### config.mk
export PLATFORM = sky130hd
export DESIGN_NAME = usb_tx_encoder
export DESIGN_NICKNAME = d
export VERILOG_FILES = /design/src/rtl/usb_tx_encoder.sv
export SDC_FILE = /design/constraint.sdc
export NUM_CORES = 1
export LEC_CHECK = 0
export CELL_PAD_IN_SITES_DETAIL_PLACEMENT = 1
export CELL_PAD_IN_SITES_GLOBAL_PLACEMENT = 1
export CORE_MARGIN = 8
export CORE_UTILIZATION = 41
export CTS_BUF_LIST = sky130_fd_sc_hd__clkbuf_16
export DETAILED_ROUTE_END_ITERATION = 10
export PLACE_DENSITY = 0.78
export SLEW_MARGIN = 10
export SYNTH_ARGS = -nofsm -noshare
export SYNTH_HDL_FRONTEND = slang
export SYNTH_SLANG_ARGS = --single-unit
### constraint.sdc
create_clock -name clk -period 1.9 [get_ports clk]
set_clock_uncertainty 0.1 [all_clocks]
set_input_delay 0.19 -clock clk [delete_from_list [all_inputs] [get_ports clk]]
set_output_delay 0.19 -clock clk [all_outputs]
set_load 0.02 [all_outputs]
### src/rtl/usb_tx_encoder.sv
// usb_tx_encoder
//   Bit-level USB full-speed transmit stage. Serialises bytes LSB-first at one
//   bit per CLKS_PER_BIT clocks, stuffs a 0 after six consecutive 1s,
//   NRZI-encodes onto D+/D- and generates EOP (SE0, SE0, J).
//
//   Optional feature macro: USB_TX_SYNC_EN
//     defined   -> the first byte after reset/EOP is preceded by an internal
//                  SYNC pattern (0x80); no byte_sent is emitted for SYNC.
//     undefined -> upstream supplies SYNC as the first byte of each packet.
//
// Ports
//   clk          in  system clock, rising edge
//   n_rst        in  asynchronous active-low reset
//   tx_data      in  [7:0] byte to transmit, captured on load_enable
//   load_enable  in  capture tx_data into the holding register, set pending
//   tx_enable    in  permission to start shifting the pending byte
//   create_eop   in  end-of-packet request, latched until served
//   dplus_out    out D+ line level
//   dminus_out   out D- line level
//   byte_sent    out 1-cycle pulse at the start of the last data bit of a byte
//   tx_hold      out 1-cycle pulse at the start of a stuffed-bit period
//   eop_done     out 1-cycle pulse on the last cycle of the EOP J bit
//   tx_busy      out high whenever the encoder is not idle
//
// All outputs are registered and lag the internal state by one clock, so a
// line level, its associated pulse and tx_busy always line up with each other.
module usb_tx_encoder #(
    parameter int CLKS_PER_BIT = 8
) (
    input  logic       clk,
    input  logic       n_rst,
    input  logic [7:0] tx_data,
    input  logic       load_enable,
    input  logic       tx_enable,
    input  logic       create_eop,
    output logic       dplus_out,
    output logic       dminus_out,
    output logic       byte_sent,
    output logic       tx_hold,
    output logic       eop_done,
    output logic       tx_busy
);

    localparam int TW = $clog2(CLKS_PER_BIT);

    typedef enum logic [2:0] {
        ST_IDLE    = 3'd0,
        ST_WAIT    = 3'd1,
        ST_SHIFT   = 3'd2,
        ST_STUFF   = 3'd3,
        ST_EOP_SE0 = 3'd4,
        ST_EOP_J   = 3'd5
    } state_t;

    state_t        state_r, state_s;
    logic [TW-1:0] bit_timer_r, bit_timer_s;
    logic [2:0]    bit_idx_r, bit_idx_s;
    logic [2:0]    ones_cnt_r, ones_cnt_s;
    logic [7:0]    shift_reg_r, shift_reg_s;
    logic [7:0]    hold_reg_r;
    logic          pending_r, pending_s;
    logic          eop_req_r, eop_req_s;
    logic          level_r, level_s;        // NRZI level, 1 = J
    logic          sync_active_r, sync_active_s;
    logic          dplus_r, dplus_s, dminus_r, dminus_s;
    logic          byte_sent_r, byte_sent_s;
    logic          tx_hold_r, tx_hold_s;
    logic          eop_done_r, eop_done_s;
    logic          tx_busy_r;
    logic          timer_zero_s, timer_end_s, start_byte_s, byte_done_s;

    // Next-state, datapath and output decode for the transmit FSM.
    always_comb begin
        state_s       = state_r;
        bit_timer_s   = bit_timer_r;
        bit_idx_s     = bit_idx_r;
        ones_cnt_s    = ones_cnt_r;
        shift_reg_s   = shift_reg_r;
        pending_s     = pending_r;
        eop_req_s     = eop_req_r | create_eop;
        level_s       = level_r;
        sync_active_s = sync_active_r;
        dplus_s       = dplus_r;
        dminus_s      = dminus_r;
        byte_sent_s   = 1'b0;
        tx_hold_s     = 1'b0;
        eop_done_s    = 1'b0;
        byte_done_s   = 1'b0;
        timer_zero_s  = (bit_timer_r == '0);
        timer_end_s   = (bit_timer_r == TW'(CLKS_PER_BIT - 1));
        start_byte_s  = pending_r && tx_enable;

        case (state_r)
            ST_IDLE, ST_WAIT: begin
                bit_timer_s = '0;
                if (start_byte_s) begin
                    state_s   = ST_SHIFT;
                    bit_idx_s = 3'd0;
`ifdef USB_TX_SYNC_EN
                    if (state_r == ST_IDLE) begin
                        // SYNC goes first; the pending byte stays queued behind it.
                        shift_reg_s   = 8'h80;
                        sync_active_s = 1'b1;
                    end else begin
                        shift_reg_s   = hold_reg_r;
                        pending_s     = 1'b0;
                        sync_active_s = 1'b0;
                    end
`else
                    shift_reg_s = hold_reg_r;
                    pending_s   = 1'b0;
`endif
                end else if (eop_req_r && !pending_r) begin
                    state_s   = ST_EOP_SE0;
                    bit_idx_s = 3'd0;
                end else begin
                    state_s = state_r;
                end
            end
            ST_SHIFT: begin
                bit_timer_s = timer_end_s ? '0 : bit_timer_r + TW'(1);
                if (timer_zero_s) begin
                    if (shift_reg_r[bit_idx_r]) begin
                        ones_cnt_s = ones_cnt_r + 3'd1;
                    end else begin
                        level_s    = ~level_r;
                        ones_cnt_s = 3'd0;
                    end
                    dplus_s     = level_s;
                    dminus_s    = ~level_s;
                    byte_sent_s = (bit_idx_r == 3'd7) && !sync_active_r;
                end else if (timer_end_s) begin
                    if (ones_cnt_r == 3'd6) begin
                        state_s = ST_STUFF;
                    end else if (bit_idx_r != 3'd7) begin
                        bit_idx_s = bit_idx_r + 3'd1;
                    end else begin
                        byte_done_s = 1'b1;
                    end
                end else begin
                    state_s = state_r;
                end
            end
            ST_STUFF: begin
                bit_timer_s = timer_end_s ? '0 : bit_timer_r + TW'(1);
                if (timer_zero_s) begin
                    level_s    = ~level_r;
                    ones_cnt_s = 3'd0;
                    dplus_s    = ~level_r;
                    dminus_s   = level_r;
                    tx_hold_s  = 1'b1;
                end else if (timer_end_s) begin
                    if (bit_idx_r != 3'd7) begin
                        state_s   = ST_SHIFT;
                        bit_idx_s = bit_idx_r + 3'd1;
                    end else begin
                        byte_done_s = 1'b1;
                    end
                end else begin
                    state_s = state_r;
                end
            end
            ST_EOP_SE0: begin
                bit_timer_s = timer_end_s ? '0 : bit_timer_r + TW'(1);
                if (timer_zero_s) begin
                    dplus_s  = 1'b0;
                    dminus_s = 1'b0;
                end else if (timer_end_s) begin
                    // bit_idx counts the two SE0 bit periods.
                    if (bit_idx_r == 3'd0) begin
                        bit_idx_s = 3'd1;
                    end else begin
                        state_s   = ST_EOP_J;
                        bit_idx_s = 3'd0;
                    end
                end else begin
                    state_s = state_r;
                end
            end
            ST_EOP_J: begin
                bit_timer_s = timer_end_s ? '0 : bit_timer_r + TW'(1);
                if (timer_zero_s) begin
                    dplus_s  = 1'b1;
                    dminus_s = 1'b0;
                end else if (timer_end_s) begin
                    state_s    = ST_IDLE;
                    eop_done_s = 1'b1;
                    ones_cnt_s = 3'd0;
                    level_s    = 1'b1;
                    eop_req_s  = create_eop;
                end else begin
                    state_s = state_r;
                end
            end
            default: begin
                state_s = ST_IDLE;
            end
        endcase

        // Byte finished (including any trailing stuff bit): chain, end or park.
        if (byte_done_s) begin
            bit_idx_s = 3'd0;
            if (start_byte_s) begin
                state_s       = ST_SHIFT;
                shift_reg_s   = hold_reg_r;
                pending_s     = 1'b0;
                sync_active_s = 1'b0;
            end else if (eop_req_r) begin
                state_s = ST_EOP_SE0;
            end else begin
                state_s = ST_WAIT;
            end
        end else begin
            bit_idx_s = bit_idx_s;
        end

        // A new load always wins over the consumption of the previous byte.
        if (load_enable) begin
            pending_s = 1'b1;
        end else begin
            pending_s = pending_s;
        end
    end

    // State, datapath and registered outputs.
    always_ff @(posedge clk or negedge n_rst) begin
        if (!n_rst) begin
            state_r       <= ST_IDLE;
            bit_timer_r   <= '0;
            bit_idx_r     <= 3'd0;
            ones_cnt_r    <= 3'd0;
            shift_reg_r   <= 8'h00;
            hold_reg_r    <= 8'h00;
            pending_r     <= 1'b0;
            eop_req_r     <= 1'b0;
            level_r       <= 1'b1;
            sync_active_r <= 1'b0;
            dplus_r       <= 1'b1;
            dminus_r      <= 1'b0;
            byte_sent_r   <= 1'b0;
            tx_hold_r     <= 1'b0;
            eop_done_r    <= 1'b0;
            tx_busy_r     <= 1'b0;
        end else begin
            state_r       <= state_s;
            bit_timer_r   <= bit_timer_s;
            bit_idx_r     <= bit_idx_s;
            ones_cnt_r    <= ones_cnt_s;
            shift_reg_r   <= shift_reg_s;
            hold_reg_r    <= load_enable ? tx_data : hold_reg_r;
            pending_r     <= pending_s;
            eop_req_r     <= eop_req_s;
            level_r       <= level_s;
            sync_active_r <= sync_active_s;
            dplus_r       <= dplus_s;
            dminus_r      <= dminus_s;
            byte_sent_r   <= byte_sent_s;
            tx_hold_r     <= tx_hold_s;
            eop_done_r    <= eop_done_s;
            tx_busy_r     <= (state_r != ST_IDLE);
        end
    end

    assign dplus_out  = dplus_r;
    assign dminus_out = dminus_r;
    assign byte_sent  = byte_sent_r;
    assign tx_hold    = tx_hold_r;
    assign eop_done   = eop_done_r;
    assign tx_busy    = tx_busy_r;

endmodule

==> run_results.csv, run 1 <==
group,metric,value,unit
cells_and_area,final_common_cell,"dfrtp_1",
synth,syn_area,1980,um2
synth,ys_seq_area_frac,0.468,
cells_and_area,antenna-diode-count,0,
synth,synth_warnings,0,
floorplanning,chipWidth,85.6,um
cts,cts_tree,"built",
setup_path,cp.arrival,2.04,ns
cts,cts_hold_buf,0,
routing,wl,5660,um
setup_path,startpoint_type,"flip-flop",
setup_path,path_max_fanout,4,
synth,ys_ff_latch,37,
sta,rsz0062_at_grt,"yes",
sta,worstMarginPinSlew,0.483,ns
routing,antenna_left,0,
cells_and_area,area_growth,38.5,%
synth,syn_inst,168,
cts,clk_latency,0.28,ns
global_route,grt_start_max_net_pins,38,
setup_path,crit_slowest_cell,"dfrtp_2",
sta,max_freq,0.507,GHz
floorplanning,dieHeight,85.6,um
synth,postSynthAreaPerCell,11.8,um2
synth,ys.flop_type,"dfrtp_1",
synth,synth.distinct_cells,46,
cts,root_buffer,"clkbuf_16",
place,place_ws,-0.116,ns
synth,synth_fp_nets,189,
setup_path,cp_slowest_stage_delay,0.45,ns
global_route,grt_overflow_total,0,
synth,async_reset_ff_frac,1.00,
sta,setup-violations-final,5,
cts,cts_buffer_depth,2,
sta,timing.max_slew.rel_slack,0.678,
sta,worst_slack,-0.0721,ns
power,finalPower,4400,uW
setup_path,cp_cell_sequence,"ha_4, ha_4, and3b_1, a22o_1, nor2_2, o22ai_4, mux2_4",
outcome,status,"complete, but fails checks",
setup_path,end_kind,"flip-flop",
routing,vias,1542,
place,gp_congestion,0.911,
sta,timing.final.crit_period,1.97,ns
routing,wl_per_cell,20.9,um
outcome,violations,"setup timing",
place,numPortBuffers,18,
routing,drt_iter0_markers,32,
cts,cts_buffers,5,
routing,drc,0,
place,hpwl,3680,um
floorplanning,rows,25,
setup_path,cpMostUsedCell,"ha_4",
sta,fin_crit_sh,1.04,
global_route,met3_usage,0.0430,
cts,clk_pin_slew,0.06,ns
global_route,grt_pass1_vias,1760,
cts,clkSinkCount,37,
sta,final_hold_viol_count,0,
global_route,antenna_found_initial,0,
routing,drt_pass1_iterations,4,
power,leakage,0.00118,uW
floorplanning,dieArea,7320,um2
floorplanning,initial_utilization,0.423,
setup_path,rrSetupSlack,-0.07,ns
global_route,met1_usage,0.163,
place,place_inst,258,
global_route,grt_pass1_wl,8890,um
cts,h-tree-depth,2,
job,drv_cap,0,
power,powerDensity,1600,nW/um2
global_route,use_met2,0.288,
power,ir_drop,740,uV
routing,vias_per_cell,5.69,
synth,synth_edf_count,0,
cells_and_area,nNetsFinal,237,
cells_and_area,drive_above_1_share,0.406,
floorplanning,io_pins,19,
global_route,gr-usage-all-layers,0.160,
hold_path,hold_class,"in -> async",
setup_path,timing_worst_setup_path_type,"reg -> reg",
cells_and_area,most-common-layout-cells,"34 x dfrtp_1, 27 x buf_4, 18 x clkdlybuf4s50_1",
setup_path,reg2reg_depth,7,
setup_path,required,1.97,ns
cells_and_area,instances_no_fill,271,
floorplanning,coreArea,4690,um2
sta,slew_viol_final,0,
global_route,top_usage_layer,"met2",
worst paths after layout:
path                               start             to
max                         bit_idx_r[0]     state_r[0]
min                                n_rst        tx_hold
min in group clk              create_eop      eop_req_r
min reg2reg                hold_reg_r[2]  hold_reg_r[2]
max in group asynchronous          n_rst   bit_idx_r[0]
max reg2reg                 bit_idx_r[0]     state_r[0]
cell type report:
cell class,count,area (um2)
inverters,8,30.0
flip-flops and latches,37,930
well taps,54,67.6
fillers,478,1940
repair buffers,50,457
clock buffers,5,125
multi-input cells,114,1120
clock inverters,3,22.5
per-stage QoR:
step	instance area [um2]	utilization	hold slack (ns)	TNS (ns)
6_report	2750	0.586	0.240	-0.235
5_1_grt	2750	0.586	0.298	-0.662
4_1_cts	2680	0.570	0.257	-0.0876
3_5_place_dp	2410	0.513	0.392	-0.924
3_3_place_gp	2410	0.513	0.383	-0.353
2_1_floorplan	2010	-	-0.206	0
report_power, final:
group,switching (uW),internal [uW],total [uW]
registers,207,1050,1250
clock network,330,487,817
logic,1130,1200,2330
metal layers:
metal | vias up | share of wire | wire, um
li1 | 706 | - | -
met1 | 783 | 0.39 | 2220
met2 | 35 | 0.54 | 3030
met3 | 18 | 0.038 | 215
met4 | 0 | 0.033 | 187
met5 | - | 0 | 0
worst max-delay path, delay by kind of cell (launching register included):
kind | cells | cell delay (ns)
simple gates | 2 | 0.33
mux | 1 | 0.32
compound gates | 2 | 0.32
fa+ha+maj | 2 | 0.34
flops | 1 | 0.45
synthesized netlist by cell type, types with 3 or more instances:
library cell   n  area (um2)
dfrtp_1       35         876
mux2_2        21         236
nand2_1       13        48.8
nor2_1        11        41.3
ha_1           8         100
inv_1          8        30.0
a21oi_1        6        30.0
buf_2          4        20.0
mux2i_1        4        40.0
nor3_1         4        20.0
o21ai_0        4        20.0
a21o_1         3        22.5
a22o_1         3        26.3
nand3_1        3        15.0
cell families after synthesis:
group	count (synthesis)	share of synthesized area
AOI/OAI and AO/OA	34	0.147
xor gates and xnor gates	1	0.00441
adders and majority gates	8	0.0504
buffers and inverters	17	0.0454
DFF	37	0.468
muxes	28	0.177
and+or+nand+nor	43	0.108
timing repair:
item / 4_1_cts / 5_1_grt
gates resized for setup: 18 / 14
setup endpoints to repair: 13 / 19
hold endpoints to repair: 0 / 0
setup buffers: 4 / 1
pin swaps: 6 / 6
No activity file was read; power rests on OpenSTA's default activity.
==> run 2, diff against run 1 <==
--- a/config.mk
+++ b/config.mk
@@ -11,6 +11,7 @@
 export CORE_UTILIZATION = 41
 export CTS_BUF_LIST = sky130_fd_sc_hd__clkbuf_16
 export DETAILED_ROUTE_END_ITERATION = 10
+export MAX_ROUTING_LAYER = met4
 export PLACE_DENSITY = 0.78
 export SLEW_MARGIN = 10
 export SYNTH_ARGS = -nofsm -noshare
==> run 2 against run 1 <==
Effect of this change: the run still ends with setup timing left; highest routed layer unchanged; global-route usage decreased by 1.3 points; cell area decreased by 3.0%; total power decreased by 4.3%; largest power group unchanged; count of clock-buffer cells in the layout unchanged.
==> run_results.csv, run 2 (synthesis results as in run 1) <==
group,metric,value,unit
outcome,status,"complete, but fails checks",
outcome,violations,"setup timing",
floorplanning,dieHeight,85.6,um
cts,root_buffer,"clkbuf_16",
setup_path,end_kind,"flip-flop",
power,comb_power_share,0.482,
global_route,gr-usage-all-layers,0.147,
routing,drt_pass1_iterations,4,
setup_path,path_max_fanout,4,
routing,wl,5230,um
cells_and_area,most-common-layout-cells,"34 x dfrtp_1, 26 x buf_4, 18 x clkdlybuf4s50_1",
cells_and_area,area_growth,34.4,%
routing,wl_per_cell,19.6,um
cells_and_area,antenna-diode-count,0,
setup_path,rrSetupSlack,-0.07,ns
cells_and_area,final_core_util,0.568,
setup_path,cp_slowest_stage_delay,0.45,ns
setup_path,r2r_start,"bit_idx_r[0]",
cts,cts_buffer_depth,2,
sta,final_hold_viol_count,0,
place,numPortBuffers,18,
sta,setup-violations-final,4,
sta,rsz0062_at_grt,"yes",
setup_path,cp.arrival,2.04,ns
place,place_ws,-0.108,ns
sta,setup_tns,-0.143,ns
hold_path,hold_class,"in -> async",
setup_path,timing_worst_setup_path_type,"reg -> reg",
routing,vias,1499,
power,p_sw,1510,uW
power,clkPwrFrac,0.221,
global_route,grt_pass1_wl,8150,um
sta,worst_slack,-0.0745,ns
setup_path,cp_cell_sequence,"ha_4, ha_4, and3b_1, a22o_1, nor2_2, o22ai_4, mux2_4",
setup_path,startpoint_type,"flip-flop",
sta,timing.final.crit_period,1.97,ns
power,powerDensity,1580,nW/um2
setup_path,cpMostUsedCell,"ha_4",
place,hpwl,3570,um
cells_and_area,nNetsFinal,233,
cts,clk_pin_slew,0.06,ns
global_route,antenna_found_initial,0,
place,place_inst,258,
cts,clkSinkCount,37,
setup_path,cp-startpoint,"bit_idx_r[0]",
sta,timing.max_slew.rel_slack,0.680,
power,intPower,2700,uW
cts,cts_buffers,5,
floorplanning,dieArea,7320,um2
cells_and_area,instances_no_fill,267,
global_route,grt_start_max_net_pins,38,
job,drv_cap,0,
setup_path,crit_slowest_cell,"dfrtp_2",
floorplanning,io_pins,19,
cells_and_area,drive_above_1_share,0.376,
sta,worstMarginPinSlew,0.480,ns
cts,clk_latency,0.28,ns
routing,vias_per_cell,5.61,
sta,slew_viol_final,0,
power,leakage,0.00113,uW
sta,fin_crit_sh,1.04,
floorplanning,coreArea,4690,um2
sta,max_freq,0.506,GHz
sta,finalHoldWorstSlack,0.232,ns
power,pwr-share-seq,0.297,
global_route,grt_pass1_vias,1714,
cts,h-tree-depth,2,
power,switching_share,0.358,
floorplanning,rows,25,
global_route,grt_overflow_total,0,
place,gp_congestion,0.896,
routing,drt_iter0_markers,65,
cts,cts_tree,"built",
power,ir_drop,768,uV
routing,drc,0,
floorplanning,initial_utilization,0.423,
cells_and_area,final_common_cell,"dfrtp_1",
routing,antenna_left,0,
floorplanning,chipWidth,85.6,um
setup_path,required,1.97,ns
[run 2: through the flow]
| step | power [uW] | area (um2) |
|---|---|---|
| after global placement | 2950 | 2390 |
| after global routing | 4450 | 2670 |
| after detailed placement | 3060 | 2390 |
| after floorplan | 2410 | 2010 |
| after CTS | 4110 | 2620 |
| final | 4210 | 2670 |
[run 2: worst max-delay path: cells and delay by family, from the launching register on]
kind,cells,cell delay [ns]
DFF,1,0.45
muxes,1,0.32
and+or+nand+nor,2,0.32
AOI/OAI and AO/OA,2,0.33
adders and majority gates,2,0.34
[run 2: cell type report]
class                   count  area [um2]
clock buffers               5         125
clock inverters             3        42.5
fillers                   496        2030
inverters                   8        30.0
multi-input cells         114        1060
flip-flops and latches     37         930
well taps                  54        67.6
repair buffers             46         407
[run 2: per-layer routing]
metal,up-vias,GRT usage,wire [um]
met3,7,0.0306,138
met1,766,0.153,2150
met4,0,0.0653,100
met5,-,-,0
met2,25,0.262,2840
li1,701,-,-
[run 2: power groups by stage]
| stage | sequential [uW] | combinational (uW) | clock (uW) |
|---|---|---|---|
| global placement | 1200 | 1750 | 0 |
| global route | 1280 | 2190 | 983 |
| finish | 1250 | 2030 | 932 |
| detailed placement | 1230 | 1840 | 0 |
| CTS | 1220 | 1940 | 948 |
| floorplan | 1200 | 1210 | 0 |
[run 2: worst paths after layout]
check,cells past startpoint,end
worst max-delay path,7,state_r[0]
worst min-delay path,2,eop_done
worst max register to register,7,state_r[0]
worst min register to register,1,hold_reg_r[1]
max in group asynchronous,2,bit_idx_r[0]
min in group clk,2,eop_req_r
[run 2: repair_timing]
action / CTS / global route
setup buffers: 0 / 1
gates resized for setup: 11 / 9
pin swaps: 5 / 3
setup endpoints to repair: 15 / 17
hold buffers: 0 / 0
